**src/rtl/vga_timing_gen.sv**
```systemverilog
// vga_timing_gen: 640x480@60 VGA raster timing from a 50 MHz clock, one pixel per two clks.
// Define VGA_FRAME_PULSE_EN to add the one-clk frame_start pulse at the first (0,0) window.
module vga_timing_gen #(
   parameter int H_ACTIVE = 640,
   parameter int H_FP     = 16,
   parameter int H_SYNC   = 96,
   parameter int H_BP     = 48,
   parameter int V_ACTIVE = 480,
   parameter int V_FP     = 10,
   parameter int V_SYNC   = 2,
   parameter int V_BP     = 33
) (
   input  logic       clk,
   input  logic       rst,
   output logic       vga_clk,
   output logic       hsync,
   output logic       vsync,
   output logic       active_pixels,
   output logic [9:0] xPixel,
   output logic [9:0] yPixel,
   output logic       VGA_BLANK_N,
   output logic       VGA_SYNC_N
`ifdef VGA_FRAME_PULSE_EN
   ,
   output logic       frame_start
`endif
);
   localparam logic [9:0] H_LAST = 10'(H_ACTIVE + H_FP + H_SYNC + H_BP - 1);
   localparam logic [9:0] V_LAST = 10'(V_ACTIVE + V_FP + V_SYNC + V_BP - 1);
   localparam logic [9:0] H_ACT  = 10'(H_ACTIVE);
   localparam logic [9:0] V_ACT  = 10'(V_ACTIVE);
   localparam logic [9:0] HS_BEG = 10'(H_ACTIVE + H_FP);
   localparam logic [9:0] HS_END = 10'(H_ACTIVE + H_FP + H_SYNC - 1);
   localparam logic [9:0] VS_BEG = 10'(V_ACTIVE + V_FP);
   localparam logic [9:0] VS_END = 10'(V_ACTIVE + V_FP + V_SYNC - 1);

   logic       ce;
   logic [9:0] h_cnt, v_cnt;

   assign VGA_SYNC_N = 1'b0;

   // vga_clk is registered as the next ~ce so it rises mid-window with the other outputs stable
   always_ff @(posedge clk) begin
      if (rst) begin
         ce            <= 1'b0;
         vga_clk       <= 1'b1;
         h_cnt         <= '0;
         v_cnt         <= '0;
         xPixel        <= '0;
         yPixel        <= '0;
         hsync         <= 1'b1;
         vsync         <= 1'b1;
         active_pixels <= 1'b0;
         VGA_BLANK_N   <= 1'b0;
      end else begin
         ce            <= ~ce;
         vga_clk       <= ce;
         if (ce) begin
            h_cnt <= (h_cnt == H_LAST) ? '0 : h_cnt + 10'd1;
            if (h_cnt == H_LAST)
               v_cnt <= (v_cnt == V_LAST) ? '0 : v_cnt + 10'd1;
         end
         xPixel        <= h_cnt;
         yPixel        <= v_cnt;
         hsync         <= !(h_cnt >= HS_BEG && h_cnt <= HS_END);
         vsync         <= !(v_cnt >= VS_BEG && v_cnt <= VS_END);
         active_pixels <= (h_cnt < H_ACT) && (v_cnt < V_ACT);
         VGA_BLANK_N   <= (h_cnt < H_ACT) && (v_cnt < V_ACT);
      end
   end

`ifdef VGA_FRAME_PULSE_EN
   // !ce marks the first of the two clks that the (0,0) counter state is held
   always_ff @(posedge clk) begin
      if (rst) frame_start <= 1'b0;
      else     frame_start <= (h_cnt == '0) && (v_cnt == '0) && !ce;
   end
`endif
endmodule

```
**config.mk**
```make
export PLATFORM = sky130hd
export DESIGN_NAME = vga_timing_gen
export DESIGN_NICKNAME = d
export VERILOG_FILES = /design/src/rtl/vga_timing_gen.sv
export SDC_FILE = /design/constraint.sdc
export NUM_CORES = 1
export LEC_CHECK = 0
export ABC_AREA = 1
export ABC_CLOCK_PERIOD_IN_PS = 2200
export BUFFER_PORTS_ARGS = -buffer_cell sky130_fd_sc_hd__clkbuf_2
export CAP_MARGIN = 20
export CORE_MARGIN = 4
export CORE_UTILIZATION = 32
export DETAILED_ROUTE_END_ITERATION = 16
export PLACE_DENSITY = 0.55
export SETUP_SLACK_MARGIN = 0.5
export SYNTH_ARGS = -nofsm -noshare
export SYNTH_HDL_FRONTEND = slang
export SYNTH_SLANG_ARGS = --single-unit
```
**constraint.sdc**
```tcl
create_clock -name clk -period 2.2 [get_ports clk]
set_input_delay 0 -clock clk [delete_from_list [all_inputs] [get_ports clk]]
set_output_delay 0 -clock clk [all_outputs]
set_load 0.01 [all_outputs]
```
Yosys cells after proc, flatten, opt, wreduce, memory -nomap -nowiden
Index checks and enable logic that the tools add are counted.
{ "totals": {"regBits": 45, "input_bits": 2, "out_inout_bits": 26, "elab_cells": 28} }
{ "op_classes": {"add_sub_neg": 2, "n_lt_le_gt_ge": 6, "n_eq_ne": 2, "mux": 2, "bitwise": 1, "reduce_logical": 6} }
{ "op_table": {"columns": ["operator", "count"], "rows": [
  ["10-bit by 1-bit adder with 10-bit output, second input constant", 2],
  ["10-bit == test, second input constant", 2],
  ["10-bit two-way mux", 2],
  ["10-bit greater-or-equal comparator, second input constant", 1],
  ["10-bit by 9-bit greater-or-equal comparator with 1-bit output, second input constant", 1],
  ["10-bit less-or-equal comparator, second input constant", 1],
  ["10-bit by 9-bit less-or-equal comparator with 1-bit output, second input constant", 1],
  ["10-bit less-than comparator, second input constant", 1],
  ["10-bit by 9-bit less-than comparator with 1-bit output, second input constant", 1],
  ["1-bit logical AND", 3],
  ["1-bit zero test", 2],
  ["2-bit AND reduction", 1],
  ["1-bit inverter", 1]
]} }

Depth between registers and ports, before layout
Gate-level depths: netlist (run 1).
{ "depth": {"ltp_word": 3, "ltp_mapped": 9, "depth_no_buf": 9} }

Worst setup path before layout (run 1)
Ideal clock, no wire load.
{ "synth_path": {"path_kind": "register -> register", "start": "register h_cnt[0]", "end": "register v_cnt[6]", "setup_time_ps": 128, "arrival_time_ps": 1171, "t_required_ps": 2072, "setup_slack_ps": 902, "path_stages_with_launch": 7, "path_buffers": 0, "synth_period_minus_slack_ps": 1298, "path_cell_list": "dfxtp_1 > ha_1 > nand3_2 > nor3_4 > nand3_1 > nand2_1 > nor2_1"} }
{ "synth_between": {"elab_chain_len": 2} }
{ "synth_lines": {"columns": ["item", "line_no", "text"], "rows": [
  ["start, declared", "38", "logic [9:0] h_cnt, v_cnt;"],
  ["start signal, assigned", "59", "h_cnt <= (h_cnt == H_LAST) ? '0 : h_cnt + 10'd1;"],
  ["10-bit == test", "60", "if (h_cnt == H_LAST)"],
  ["2-bit AND reduction (no source line)", null, null],
  ["end signal, assigned", "61", "v_cnt <= (v_cnt == V_LAST) ? '0 : v_cnt + 10'd1;"],
  ["end, declared", "38", null]
]} }
Every way passes these cells.
A chain may end at the register's enable or synchronous reset.

Final worst setup path (run 1)
Ends and elaborated chain as after synthesis.

==> results.cfg, run 1 <==
[status]
status = complete, no violations

[clock_network]
cts.root.buffer_cell = clkbuf_8
clock_tree.htree_level_count = 2
clk_latency_ns = 0.30
cts_hold_buffers = 0
post-cts-setup-buffers = 0
cts_tree = done
clock_tree.buffer_depth = 2
cts_resized = 0
clk_pin_slew_worst_paths_ns = 0.08
cts-buffers-inserted = 5
clkSinkCount = 45

[min_path]
hp-class = primary input to register
timing.hold.worst_path_depth = 3
worstHoldEndpoint = hsync
worst_hold_startpoint = rst

[timing]
setup_repair_after_global_routing_missed_its_margin = false
clock_skew_ns = 0.007891
setup-violations-final = 0
finalHoldViolCount = 0
post_route_minimum_period_ns = 1.481
clock.fmax_ghz = 0.6754
fin_crit_share = 0.6730
final-max-slew-violation-count = 0
fin_tns_setup_ns = 0

[grt]
grt_max_degree = 32
grt_usage = 0.1153
grt_antenna_before_repair = 0
wire_length_of_the_first_global_routing_pass_um = 6430
globalRoute.totalOverflow = 0
number_of_global_route_vias_before_repair = 1351

[synthesis]
yosysTopAreaCellShare = 0.4979
synthDominantAreaCellType = dfxtp_1
synth_edf_count = 0
yosys_synthesis_warning_count = 0
synth_top_flop_cell = dfxtp_1
proportion_of_synthesized_chip_area_in_sequential_cells = 0.4979
syn-instance-count = 237
synth_area_um2 = 1809
yosys.cell_count.top_type = nor2_1
synth-seq-cells = 45
ys_top_cells_by_count = nor2_1 (50), dfxtp_1 (45), nand2_1 (45), inv_1 (31), nand3_1 (20)
asyncSetResetFlopFracSynth = 0
synth.distinct_cells = 26
postSynthNetCount = 244
avgSynthCellArea_um2 = 7.634
synth_top_cells_by_area = dfxtp_1 (50%), nor2_1 (10%), nand2_1 (9.3%)

[place]
hpwl_um = 2642
routability_congestion_estimate_from_global_placement = 0.8442
number_of_buffers_added_on_ports = 26

[detailed_routing]
drt_drc_violations_left = 0
routed_via_density = 4.469
detailroute.via_count = 1515
routed_wl_um = 3678
routedWlPerCell_um = 10.85
route.antenna.remaining_nets = 0
drt_first_pass_iters = 4
iteration_0_drc_markers = 137

[finish]
num_antenna_cells = 0
areaGrowthSynthToFinish_pct = 15.70
final_nets = 273
drive_gt1_frac = 0.1573
fin_util = 0.3801

[worst_setup_path]
worstSetupStartpointType = register
ff_to_ff_start = h_cnt[0]
crit_chain = ha_1 > nand3_2 > nor3_4 > nand3_1 > nand2_1 > nor2_1
crit_type = register to register
worst-r2r-setup-slack_ns = 0.72
critPathSlowestCell = nor3_4
rr_worst_depth = 6
critical-path-max-stage-delay_ns = 0.41
worst_ep_arrival_time_ns = 1.66
crit_required_ns = 2.38
timing.critical_path.fanout_max = 9
cp_num_buf_inv = 0
cp_top_family = simple AND/OR/NAND/NOR gates
kind_of_end_point_of_the_critical_path = register
worst_r2r_endpoint = v_cnt[6]
startpoint = h_cnt[0]

[power]
pwr_density_cell_nw_per_um2 = 649.9
ir_worst_vdd_v = 0.0002517
cellLeakagePower_nw = 0.9299

[die]
core.rowCount = 27
initial_core_util = 0.3286
die-height_um = 83.19
die-width_um = 83.19
dieArea_um2 = 6921
ios = 28
core_um2 = 5507

[job]
max_cap_violations = 0
routing by layer:
metal,part of all wire,vias to the layer above,global-route usage
met2,0.42,44,0.1727
met1,0.51,673,0.1495
li1,-,792,-
met5,0,-,0
met4,0.016,0,0.04755
met3,0.055,6,0.04167
power by group:
| part | internal [mW] | switching (mW) |
|---|---|---|
| logic | 0.0110 | 0.0273 |
| clock network | 0.225 | 0.270 |
| registers | 0.822 | 0.00499 |
area by class of cell:
cell class	instances	area [um2]
clock buffer	7	76.32
clock inverter	1	7.507
fill	581	3413
inverter	34	127.6
multi-input combinational	153	753.2
sequential	45	900.9
tap	72	90.09
timing repair buffer	27	137.6
worst reg2reg max path: stages, from the launching register on:
cell	delay, ns
dfxtp_1	0.35
ha_1	0.20
nand3_2	0.14
nor3_4	0.41
nand3_1	0.13
nand2_1	0.09
nor2_1	0.04
how the worst max path moves through the flow:
| stage | end | slack (ns) | cells after the start |
|---|---|---|---|
| final | v_cnt[6] | 0.72 | 6 |
| after global routing | v_cnt[5] | 0.54 | 6 |
| after CTS | v_cnt[6] | 0.71 | 6 |
| after detailed placement | v_cnt[6] | 0.73 | 6 |
| after global placement | v_cnt[2] | 0.75 | 6 |
| after floorplan | v_cnt[6] | 0.90 | 6 |
registers in the layout, summed over array words and instances (netlist names):
signal	flops
ce	1
hsync	1
VGA_BLANK_N	1
vga_clk	1
yPixel	10
xPixel	10
vsync	1
v_cnt	10
h_cnt	10
cells by family (layout without fill, tap and decap cells):
logic type / Yosys count / count (layout) / share of synthesized area
xor gates and xnor gates: 4 / 4 / 0.01936
AOI/OAI and AO/OA: 12 / 12 / 0.04287
buffers and inverters: 39 / 69 / 0.08575
DFF: 45 / 45 / 0.4979
other: 1 / 1 / 0.002073
adders and majority gates: 5 / 5 / 0.03458
and+or+nand+nor: 131 / 131 / 0.3174
per-stage QoR:
step | total power [mW] | setup WS [ns] | hold slack (ns) | cell area, um2 | cells
3_5_place_dp | 0.8854 | 0.7300 | 0.3624 | 2009 | 331
2_1_floorplan | 0.8739 | 0.9018 | 0.07801 | 1809 | 237
4_1_cts | 1.381 | 0.7118 | 0.04876 | 2093 | 339
3_3_place_gp | 0.8857 | 0.7463 | 0.3723 | 2009 | 331
5_1_grt | 1.422 | 0.5404 | 0.06922 | 2093 | 339
6_report | 1.360 | 0.7193 | 0.05239 | 2093 | 339
layout by cell type (no fill, tap or decap), types with 4 or more instances in the layout:
cell type	count
clkbuf_2	26
clkbuf_8	5
dfxtp_1	45
ha_1	5
inv_1	31
nand2_1	45
nand3_1	20
nor2_1	50
nor3_1	6
xor2_1	4
No activity file was read; power rests on OpenSTA's default activity.
==> run 2, diff against run 1 <==
--- a/config.mk
+++ b/config.mk
@@ -5,8 +5,8 @@
 export SDC_FILE = /design/constraint.sdc
 export NUM_CORES = 1
 export LEC_CHECK = 0
-export ABC_AREA = 1
-export ABC_CLOCK_PERIOD_IN_PS = 2200
+export ABC_AREA = 0
+export ABC_CLOCK_PERIOD_IN_PS = 1550
 export BUFFER_PORTS_ARGS = -buffer_cell sky130_fd_sc_hd__clkbuf_2
 export CAP_MARGIN = 20
 export CORE_MARGIN = 4
==> constraint.sdc (replaced) <==
create_clock -name clk -period 1.55 [get_ports clk]
set_input_delay 0 -clock clk [delete_from_list [all_inputs] [get_ports clk]]
set_output_delay 0 -clock clk [all_outputs]
set_load 0.01 [all_outputs]
==> results.cfg, run 2 <==
[status]
status = complete, but fails checks
failing_checks = setup timing

[synthesis]
synth_top_flop_cell = dfxtp_1
synth-xor-area-share = 0.04523
synthDominantAreaCellType = dfxtp_1
asyncSetResetFlopFracSynth = 0
synth_edf_count = 0
postSynthNetCount = 190
yosys_synthesis_warning_count = 0
synth.distinct_cells = 40
ys_top_cells_by_count = dfxtp_1 (45), nor2_1 (23), nor2b_1 (13), inv_1 (11)
yosys.cell_count.top_type = dfxtp_1
yosysTopAreaCellShare = 0.5169
synth_compound_area_frac = 0.07897
synth_top_cells_by_area = dfxtp_1 (52%), nor2_1 (5.0%), nor2b_1 (4.7%)
syn-instance-count = 183
muxShareOfSynthArea = 0.006461
synth_top_family_by_area = simple AND/OR/NAND/NOR gates
avgSynthCellArea_um2 = 9.524
synth-seq-cells = 45
synth_area_um2 = 1743
proportion_of_synthesized_chip_area_in_sequential_cells = 0.5169
yosys.area_share.adder = 0.03589
synth_simple_gate_area_frac = 0.2620

[clock_network]
clkSinkCount = 45
clk_latency_ns = 0.30
clk_pin_slew_worst_paths_ns = 0.08
cts_hold_buffers = 0
cts.root.buffer_cell = clkbuf_8
cts_tree = done
clock_tree.htree_level_count = 2
cts-buffers-inserted = 5
clock_tree.buffer_depth = 2

[timing]
clock.fmax_ghz = 0.5592
finalHoldViolCount = 0
setup_repair_after_global_routing_missed_its_margin = true
fin_crit_share = 1.154
setup-violations-final = 15
post_route_minimum_period_ns = 1.788
final-max-slew-violation-count = 0
clock_skew_ns = 0.007096
postLayoutSetupSlackWorst_ns = -0.2383

[die]
die-height_um = 81.80
ios = 28
core.rowCount = 26
dieArea_um2 = 6691
initial_core_util = 0.3349
core_um2 = 5205
die-width_um = 81.80

[place]
routability_congestion_estimate_from_global_placement = 0.7577
number_of_buffers_added_on_ports = 26
dpl.cell_count = 298
placed_cell_area_um2 = 2181
hpwl_um = 2637

[min_path]
hp-class = primary input to register
worstHoldEndpoint = yPixel[0]
timing.hold.worst_path_depth = 2
worst_hold_startpoint = rst

[worst_setup_path]
rr_worst_depth = 5
timing.critical_path.fanout_max = 7
kind_of_end_point_of_the_critical_path = register
crit_required_ns = 1.78
worst_ep_arrival_time_ns = 2.02
worst_r2r_endpoint = v_cnt[5]
worstSetupStartpointType = register
crit_type = register to register
ff_to_ff_start = h_cnt[1]
worst-r2r-setup-slack_ns = -0.24

[finish]
final_common_cell = dfxtp_1
finish.instance_area_um2 = 2519
fin_util = 0.4839
drive_gt1_frac = 0.3968
final_nets = 253
areaGrowthSynthToFinish_pct = 44.51
layoutNonFillerInstCount = 317
mostFrequentLayoutCells = dfxtp_1 (39), buf_4 (28), clkbuf_2 (26)
num_antenna_cells = 0

[power]
total_power_mw = 2.161
ir_worst_vdd_v = 0.0003635
pwr_density_cell_nw_per_um2 = 857.9
cellLeakagePower_nw = 1.003

[grt]
globalRoute.totalOverflow = 0
wire_length_of_the_first_global_routing_pass_um = 6216
grt_usage = 0.1224
grt_antenna_before_repair = 0
number_of_global_route_vias_before_repair = 1349
grt_max_degree = 22

[detailed_routing]
drt_first_pass_iters = 4
iteration_0_drc_markers = 60
routedWlPerCell_um = 12.40
routed_wl_um = 3932
route.antenna.remaining_nets = 0
detail_route.wirelength.met1_um = 1795
route.met2.wl_um = 1887
top_signal_layer_used = met4
routed_via_density = 4.669
drt_drc_violations_left = 0
met3_wirelength_from_detailed_routing_um = 161
detailroute.via_count = 1480

[job]
max_cap_violations = 0
run 2: changes by cell type in the layout (fill, tap and decap cells not counted), sizes merged, moves of 7 or more:
cell	change
nand2	-41
buf	+38
nor2	-29
nand3	-18
xnor2	+7
nor2b	+13
inv	-22
run 2: worst max-delay path, cell delays in order, from the launching register on:
cell and delay, ns:
dfxtp_2 0.36, ha_4 0.15, nand3_4 0.07, or4_4 0.53, or4b_1 0.48, a21oi_1 0.13
run 2: through the flow:
stage	setup slack (ns)	setup TNS, ns	hold slack [ns]
floorplan	-0.2326	-1.181	0.08318
global placement	-0.2362	-1.569	0.3872
detailed placement	-0.2661	-1.858	0.3881
CTS	-0.2523	-2.844	0.1689
global route	-0.3352	-3.933	0.2153
finish	-0.2383	-2.797	0.1805
run 2: report_power, final:
| part | internal (mW) | total (mW) | leakage, nW | switching [mW] |
|---|---|---|---|---|
| logic | 0.0380 | 0.0825 | 0.578 | 0.0445 |
| clock network | 0.525 | 0.906 | 0.0585 | 0.380 |
| registers | 1.17 | 1.17 | 0.367 | 0.00644 |
| total | 1.73 | 2.16 | 1.00 | 0.431 |
run 2: logic make-up (layout without fill, tap and decap cells):
kind of cell | count (synthesis) | in the layout
other | 1 | 1
multiplexers | 1 | 1
flip-flops | 45 | 45
AO/OA/AOI/OAI | 22 | 22
adder cells (fa/ha/maj) | 5 | 5
XOR/XNOR | 9 | 9
AND/OR/NAND/NOR | 80 | 80
buffers and inverters | 20 | 84
run 2: cell type report:
class	count	area, um2
Multi-Input combinational cell	118	900.9
Timing Repair Buffer	65	464.2
Clock buffer	7	86.33
Inverter	11	41.29
Tap cell	70	87.58
Sequential cell	45	908.4
Clock inverter	1	30.03
Fill cell	491	2686
run 2: worst max-delay path by stage:
| stage | startpoint | to | slack, ns | cells past startpoint |
|---|---|---|---|---|
| floorplan | h_cnt[1] | v_cnt[5] | -0.23 | 5 |
| global placement | h_cnt[1] | v_cnt[5] | -0.24 | 5 |
| detailed placement | h_cnt[1] | v_cnt[5] | -0.27 | 5 |
| CTS | h_cnt[1] | v_cnt[5] | -0.25 | 5 |
| global route | h_cnt[1] | v_cnt[5] | -0.34 | 5 |
| finish | h_cnt[1] | v_cnt[5] | -0.24 | 5 |
run 2: timing repair:
action / CTS / global route
resized for setup: 12 / 17
buffers inserted: 6 / 5
pin swaps: 5 / 12
endpoints found under the setup margin: 18 / 22
gates cloned: 0 / 0
run 2: routing by layer:
metal  global-route usage  vias to the layer above
met5                    0                        -
met4              0.06478                        0
met1               0.1424                      702
li1                     -                      748
met3              0.03289                        6
met2               0.2044                       24
==> run 3, diff against run 2 <==
--- a/config.mk
+++ b/config.mk
@@ -7,7 +7,7 @@
 export LEC_CHECK = 0
 export ABC_AREA = 0
 export ABC_CLOCK_PERIOD_IN_PS = 1550
-export BUFFER_PORTS_ARGS = -buffer_cell sky130_fd_sc_hd__clkbuf_2
+export BUFFER_PORTS_ARGS = -buffer_cell sky130_fd_sc_hd__buf_2
 export CAP_MARGIN = 20
 export CORE_MARGIN = 4
 export CORE_UTILIZATION = 32
==> results.cfg, run 3 (synthesized netlist as in run 2, its figures left out) <==
[place]
number_of_buffers_added_on_ports = 26
routability_congestion_estimate_from_global_placement = 0.7671
pre_cts_ws_ns = -0.2488
dpl.cell_count = 297
hpwl_um = 2580

[clock_network]
clk_pin_slew_worst_paths_ns = 0.08
clock_tree.buffer_depth = 2
cts.root.buffer_cell = clkbuf_8
cts-buffers-inserted = 5
cts_tree = done
clkSinkCount = 45
clk_latency_ns = 0.29
cts_hold_buffers = 0
clock_tree.htree_level_count = 2

[detailed_routing]
routed_via_density = 4.489
route.antenna.remaining_nets = 0
routedWlPerCell_um = 11.98
drt_drc_violations_left = 0
iteration_0_drc_markers = 71
detailroute.via_count = 1378
routed_wl_um = 3678
drt_first_pass_iters = 4

[power]
total_power_mw = 2.158
ir_worst_vdd_v = 0.0003408
cellLeakagePower_nw = 0.9670
pwr_density_cell_nw_per_um2 = 894.0

[die]
initial_core_util = 0.3349
die-width_um = 81.80
die-height_um = 81.80
core_um2 = 5205
dieArea_um2 = 6691
core.rowCount = 26
ios = 28

[finish]
final_nets = 243
num_antenna_cells = 0
layoutNonFillerInstCount = 307
fin_util = 0.4637
final_common_cell = dfxtp_1
mostFrequentLayoutCells = dfxtp_1 (40), buf_2 (26), buf_4 (25)
drive_gt1_frac = 0.3797
fillers = 520
areaGrowthSynthToFinish_pct = 38.48

[worst_setup_path]
worstSetupStartpointType = register
cp_num_buf_inv = 0
kind_of_end_point_of_the_critical_path = register
cp_top_family = simple AND/OR/NAND/NOR gates
crit_chain = ha_4 > nand3_4 > or4_4 > or4b_4 > a21oi_2
critPathSlowestCell = or4_4
timing.critical_path.fanout_max = 7
worst-r2r-setup-slack_ns = -0.26
crit_required_ns = 1.78
crit_type = register to register
critical-path-max-stage-delay_ns = 0.54
worst_ep_arrival_time_ns = 2.04

[timing]
postLayoutSetupSlackWorst_ns = -0.2588
fin_tns_setup_ns = -1.607
post_route_minimum_period_ns = 1.809
fin_crit_share = 1.167
finalHoldViolCount = 0
clock_skew_ns = 0.003855
maxSlewHeadroom = 0.6340
setup_repair_after_global_routing_missed_its_margin = true
final-max-slew-violation-count = 0
setup-violations-final = 10
clock.fmax_ghz = 0.5529
worstMarginPinSlew_ns = 0.5489

[grt]
globalRoute.totalOverflow = 0
number_of_global_route_vias_before_repair = 1340
grt_usage = 0.1247
wire_length_of_the_first_global_routing_pass_um = 6354
grt_max_degree = 31
grt_antenna_before_repair = 0

[job]
max_cap_violations = 0

[status]
failing_checks = setup timing
status = complete, but fails checks

[min_path]
hp-class = primary input to register
## run 3: cell count changes in the layout (fill, tap and decap cells not counted), sizes merged
cell	previous run	this run
clkbuf	33	6
buf	39	55
clkinvlp	0	1
## run 3: worst register-to-register path: cells and delay by family (launching register included)
kind            cells  cell delay [ns]
simple gates        3             1.12
flops               1             0.36
fa+ha+maj           1             0.15
compound gates      1             0.12
## run 3: per-layer routing
metal | wire, um | GRT usage | vias up
li1 | - | - | 728
met1 | 1763 | 0.1598 | 623
met2 | 1689 | 0.1939 | 22
met3 | 159 | 0.03947 | 5
met4 | 66 | 0.04983 | 0
met5 | 0 | 0 | -
## run 3: cell type report
cell class                 instances  area, um2  share of cell area
clock buffer                       6      82.58             0.03421
multi-input combinational        118      894.6              0.3707
sequential                        45      907.1              0.3758
timing repair buffer              55      362.8              0.1503
clock inverter                     2      37.54             0.01555
inverter                          11      41.29             0.01711
tap                               70      87.58             0.03629
## run 3: timing repair
action / in CTS / in global routing
gates cloned: 0 / 0
buffers inserted: 1 / 1
pin swaps: 8 / 4
setup endpoints to repair: 19 / 23
endpoints found under the hold margin: 0 / 0
gates resized for setup: 9 / 12
## run 3: worst paths after layout
kind,startpoint,endpoint,depth (start not counted)
hold reg to reg,v_cnt[6],yPixel[6],1
setup reg to reg,h_cnt[1],v_cnt[5],5
setup / recovery,h_cnt[1],v_cnt[5],5
hold / removal,rst,yPixel[8],2
## run 3: power breakdown
part / leakage, nW / internal [mW] / switching [mW]
sequential: 0.366 / 1.17 / 0.00580
clock: 0.0574 / 0.524 / 0.384
combinational: 0.543 / 0.0345 / 0.0433
total: 0.967 / 1.72 / 0.433
## run 3: per-stage QoR
stage	hold WS (ns)	instance area, um2
after floorplan	0.08318	1803
after global placement	0.3945	2173
after detailed placement	0.3931	2173
after CTS	0.1595	2350
after global routing	0.1961	2414
final	0.1553	2414
